--- config.mk ---
export PLATFORM = sky130hd
export DESIGN_NAME = fifo_ctrl
export DESIGN_NICKNAME = d
export VERILOG_FILES = /design/src/rtl/fifo_ctrl.sv
export SDC_FILE = /design/constraint.sdc
export NUM_CORES = 1
export LEC_CHECK = 0
export ABC_AREA = 1
export CORE_AREA = 5 5 42 44
export CTS_BUF_LIST = sky130_fd_sc_hd__clkbuf_16
export DETAILED_ROUTE_END_ITERATION = 8
export DIE_AREA = 0 0 47 49
export PLACE_DENSITY = 0.72
export SYNTH_ARGS = -nofsm -noshare
export SYNTH_HDL_FRONTEND = slang
export SYNTH_SLANG_ARGS = --single-unit
--- constraint.sdc ---
create_clock -name clk -period 2.1 [get_ports clk]
set_input_delay 0.42 -clock clk [delete_from_list [all_inputs] [get_ports clk]]
set_output_delay 0.42 -clock clk [all_outputs]
set_load 0.05 [all_outputs]
--- src/rtl/fifo_ctrl.sv ---
// Pointer and status controller for a synchronous FIFO of depth 2**W built
// around an external dual-address register file.
module fifo_ctrl #(
  parameter int unsigned W = 2
) (
  input  logic         clk,
  input  logic         reset_n,
  input  logic         wr,
  input  logic         rd,
  input  logic         clr_err,
  output logic         wr_en,
  output logic [W-1:0] w_addr,
  output logic [W-1:0] r_addr,
  output logic         full,
  output logic         empty,
  output logic [W:0]   count,
  output logic         overflow,
  output logic         underflow
);

  localparam logic [W:0] DEPTH = {1'b1, {W{1'b0}}};

  logic [W-1:0] w_ptr_q, w_ptr_d;
  logic [W-1:0] r_ptr_q, r_ptr_d;
  logic [W:0]   count_q, count_d;
  logic         full_q, full_d;
  logic         empty_q, empty_d;
  logic         ovf_q, ovf_d;
  logic         unf_q, unf_d;
  logic         push_ok, pop_ok;

  // A push into a full FIFO is still accepted when a pop frees the slot at
  // the same edge; the register file returns the pre-edge word to the reader.
  always_comb begin
    push_ok = wr & (~full_q | rd);
    pop_ok  = rd & ~empty_q;

    w_ptr_d = push_ok ? w_ptr_q + W'(1) : w_ptr_q;
    r_ptr_d = pop_ok  ? r_ptr_q + W'(1) : r_ptr_q;

    count_d = count_q;
    unique case ({push_ok, pop_ok})
      2'b10:   count_d = count_q + (W+1)'(1);
      2'b01:   count_d = count_q - (W+1)'(1);
      default: count_d = count_q;
    endcase

    // Flags follow the occupancy, equivalent to the pointer-equality rules.
    full_d  = (count_d == DEPTH);
    empty_d = (count_d == '0);

    // Set wins over clear when a rejection coincides with clr_err.
    ovf_d = (ovf_q & ~clr_err) | (wr & ~push_ok);
    unf_d = (unf_q & ~clr_err) | (rd & ~pop_ok);
  end

  always_ff @(posedge clk or negedge reset_n) begin
    if (!reset_n) begin
      w_ptr_q <= '0;
      r_ptr_q <= '0;
      count_q <= '0;
      full_q  <= 1'b0;
      empty_q <= 1'b1;
      ovf_q   <= 1'b0;
      unf_q   <= 1'b0;
    end else begin
      w_ptr_q <= w_ptr_d;
      r_ptr_q <= r_ptr_d;
      count_q <= count_d;
      full_q  <= full_d;
      empty_q <= empty_d;
      ovf_q   <= ovf_d;
      unf_q   <= unf_d;
    end
  end

  assign wr_en     = push_ok;
  assign w_addr    = w_ptr_q;
  assign r_addr    = r_ptr_q;
  assign full      = full_q;
  assign empty     = empty_q;
  assign count     = count_q;
  assign overflow  = ovf_q;
  assign underflow = unf_q;

endmodule

; ---- Yosys cells after proc, flatten, opt, wreduce, memory -nomap -nowiden
; Cells that the tools add are included.
[totals]
register_bits = 11
in_bits = 5
out_inout_bits = 12
wordCells = 30
[classes]
n_addsub = 4
eq_ne = 3
n_mux = 1
bitwise_logic = 14
n_reduce_logical = 1
[op_table]
columns = op, n
row1 = AND 1 bit, 6
row2 = case mux 3 bit (2 select lines), 1
row3 = inverter 1 bit, 5
row4 = "adder 2 x 1 -> 2 bit, second input constant", 2
row5 = "adder 3 x 1 -> 3 bit, second input constant", 1
row6 = "== test 3 bit, second input constant", 1
row7 = zero test 3 bit, 1
row8 = bitwise OR 1 bit, 3
row9 = "subtractor 3 x 1 -> 3 bit, second input constant", 1
row10 = "== test 2 x 1 -> 1 bit, second input constant", 1
row11 = "== test 2 bit, second input constant", 1

; ---- Logic depth before layout (Yosys ltp)
[depth]
ltp_word = 6
depth_mapped = 10

; ---- Worst setup path before layout
; No wires, ideal clock.
[synth_timing]
kind = reg-to-reg
from = register empty_q (netlist: empty)
to = register full_q (netlist: full)
arrival_time_ns = 1.623
required_ns = 1.985
slack_ns = 0.363
path_stages_with_launch = 10
path_buffers = 0
synth_period_minus_slack_ns = 1.737
path_cell_list = dfstp_2 inv_2 nand2_2 nor2_2 fa_1 inv_1 nand2_1 nand2_2 nand2_2 nor2_1
[synth_via]
elab_chain_len = 5
elab_cells_between_ends = 6
classes_between = eq/ne (3) / mux (1) / bitwise (2)
[synth_rtl]
columns = element, line
row1 = start: declaration, 27  ; logic empty_q, empty_d;
row2 = start signal: assignment, 71  ; empty_q <= empty_d;
row3 = inverter 1 bit *, 36  ; pop_ok = rd & ~empty_q;
row4 = AND 1 bit *, 36
row5 = == test 2 x 1 -> 1 bit or == test 2 bit (tied branches), 42  ; unique case ({push_ok, pop_ok})
row6 = case mux 3 bit (2 select lines) *, 42
row7 = == test 3 bit *, 49  ; full_d = (count_d == DEPTH);
row8 = named net full_d, 26  ; logic full_q, full_d;
row9 = end signal: assignment, 70  ; full_q <= full_d;
row10 = end: declaration, 26
; Mark *: on every way through the listed nets, which the timed path passes. The rest lies on a longest branch.
; A chain may end at the register's enable or synchronous reset.

; ---- Worst setup path in the final report
[layout_timing]
from = register count_q[0] (netlist: count[0])
to = output port count[0]
[layout_rtl]
columns = element, line
row1 = start: declaration, 25  ; logic [W:0] count_q, count_d;
row2 = start signal: assignment, 69  ; count_q <= count_d;
row3 = end: declaration, 16  ; output logic [W:0] count,
; No word-level cell between the ends.

==> results <==
[area by class of cell]
| class | instances | share of cell area |
|---|---|---|
| clock buffer | 3 | 0.0916 |
| clock inverter | 1 | 0.00458 |
| inverter | 15 | 0.0687 |
| multi-input combinational | 34 | 0.260 |
| sequential | 11 | 0.337 |
| tap | 16 | 0.0244 |
| timing repair buffer | 17 | 0.214 |
[registers in the layout, indices dropped and copies added (netlist names)]
signal	count
w_addr	2
overflow	1
empty	1
full	1
r_addr	2
underflow	1
count	3
[layout by cell type, fill, tap and decap left out, types with 3 or more instances in the layout]
cell / count
clkbuf_16: 3
nand2_1: 6
nand2_2: 7
nor2_1: 7
dfrtp_1: 10
inv_2: 3
inv_1: 13
clkdlybuf4s50_1: 14
[worst paths after layout]
path,from,to,slack [ps],cells past startpoint
worst max register to register,empty,empty,470,10
min in group asynchronous,reset_n,overflow,510,1
worst max-delay path,count[0],count[0],220,1
worst min register to register,r_addr[1],r_addr[1],470,1
max in group asynchronous,reset_n,empty,1240,1
worst min-delay path,r_addr[1],r_addr[1],470,1
[metrics by stage]
stage / std cells / utilization / area (um^2)
finish: 97 / 0.585 / 820
global route: 97 / 0.585 / 820
CTS: 97 / 0.585 / 820
detailed placement: 93 / 0.529 / 741
global placement: 93 / 0.529 / 741
floorplan: 60 / - / 546
[kinds of logic after synthesis]
logic type / synth area share
and+or+nand+nor: 0.298
DFF: 0.507
adders and majority gates: 0.0367
AOI/OAI and AO/OA: 0.0229
xor gates and xnor gates: 0.0321
buffers and inverters: 0.103
[per-layer routing]
layer | wire (um) | up-vias | part of all wire
li1 | - | 220 | -
met1 | 381 | 201 | 0.37
met2 | 551 | 8 | 0.53
met3 | 64 | 4 | 0.062
met4 | 40 | 0 | 0.039
met5 | 0 | - | 0
==> reports/qor.csv <==
metric,value,unit
outcome,completed,
synth_top_area_frac,0.459,
path_cells,clkdlybuf4s50_1,
cts_tree,done,
grt_max_degree,12,
cts_root_buf,clkbuf_16,
dr_total_vias,433,
cpMaxStageDelayCell,clkdlybuf4s50_1,
drv_cap,0,
fillers,132,
hold_viol,0,
setup_violations,0,
crit_fanout,4,
grt_use_total,0.117,
async_flop_share,1.00,
finalNetCount,88,
tns,0,ps
row_count,14,
clkLatencyLatePin,240,ps
seqCellArea,277,um^2
fmax,533,MHz
numCtsBuffers,3,
syn_to_final_growth,50.2,%
yosysSeqAreaShare,0.507,
antenna_found_initial,0,
use_met1,0.117,
cp_data_arrival_time,1460,ps
io_buffers,16,
hold_slack,470,ps
worst_slew_pin_slew,508,ps
hold_class,reg -> reg,
pre_cts_slack,98.9,ps
viasPerCell,4.46,
critPathTopFamily,buffers and inverters,
synth_commonest_cells,"inv_1, dfrtp_1, nand2_2, nor2_1, nand2_1",
worstSetupEndpointType,output port,
netlist.top_cell.by_area,dfrtp_1,
crit_buf_inv,1,
drc,0,
grt.met3_usage,0.0664,
place_congestion,0.775,
ys_warn_count,0,
multi_input_area,213,um^2
synthDistinctLibCells,16,
fin_skew,0.815,ps
cts.hold.buffers_added,0,
clkTransAtPathRegs,40,ps
start_util,0.389,
rsz0062_at_grt,no,
timing.final.max_slew_violations,0,
postRouteAntennaNets,0,
period_share,0.894,
worst-setup-path-type,reg -> out,
synth-edff-count,0,
wl_per_cell,10.7,um
antenna_cells,0,
pin_count,17,
syn_nets,66,
synth_cells,60,
cts-resized-gates,0,
busiest_layer,met2,
cts.sinks,11,
drt-total-wl,1040,um
grt_pass1_wl,1770,um
synth_area,546,um^2
htree_num_levels,1,
overflow,0,
synth_area_leaders,"dfrtp_1, inv_1, nand2_2",
synth_ff_type,dfrtp_1,
fp.dieH,49,um
grt_pass1_vias,417,
worstPathRequired,1680,ps
postCtsSetupBuffers,0,
startpoint_type,flip-flop,
dp_hpwl,858,um
relSlewSlack,0.660,
drt_iter0_markers,5,
coreArea,1400,um^2
drive_gt1_frac,0.272,
firstDrtPassIters,4,
min_period,1880,ps
clock_path_buffers,2,
ys_ff_latch,11,
dieArea,2300,um^2
worst_slack,223,ps
die_w,47,um
avgSynthCellArea,9.09,um^2
grtUsageMet2,0.161,
yosysMostFrequentCell,inv_1,
max_stage_delay,830,ps
Power of run 1 is not shown: default switching activity piles up to over one toggle a cycle in this logic, so the estimate is an artifact.
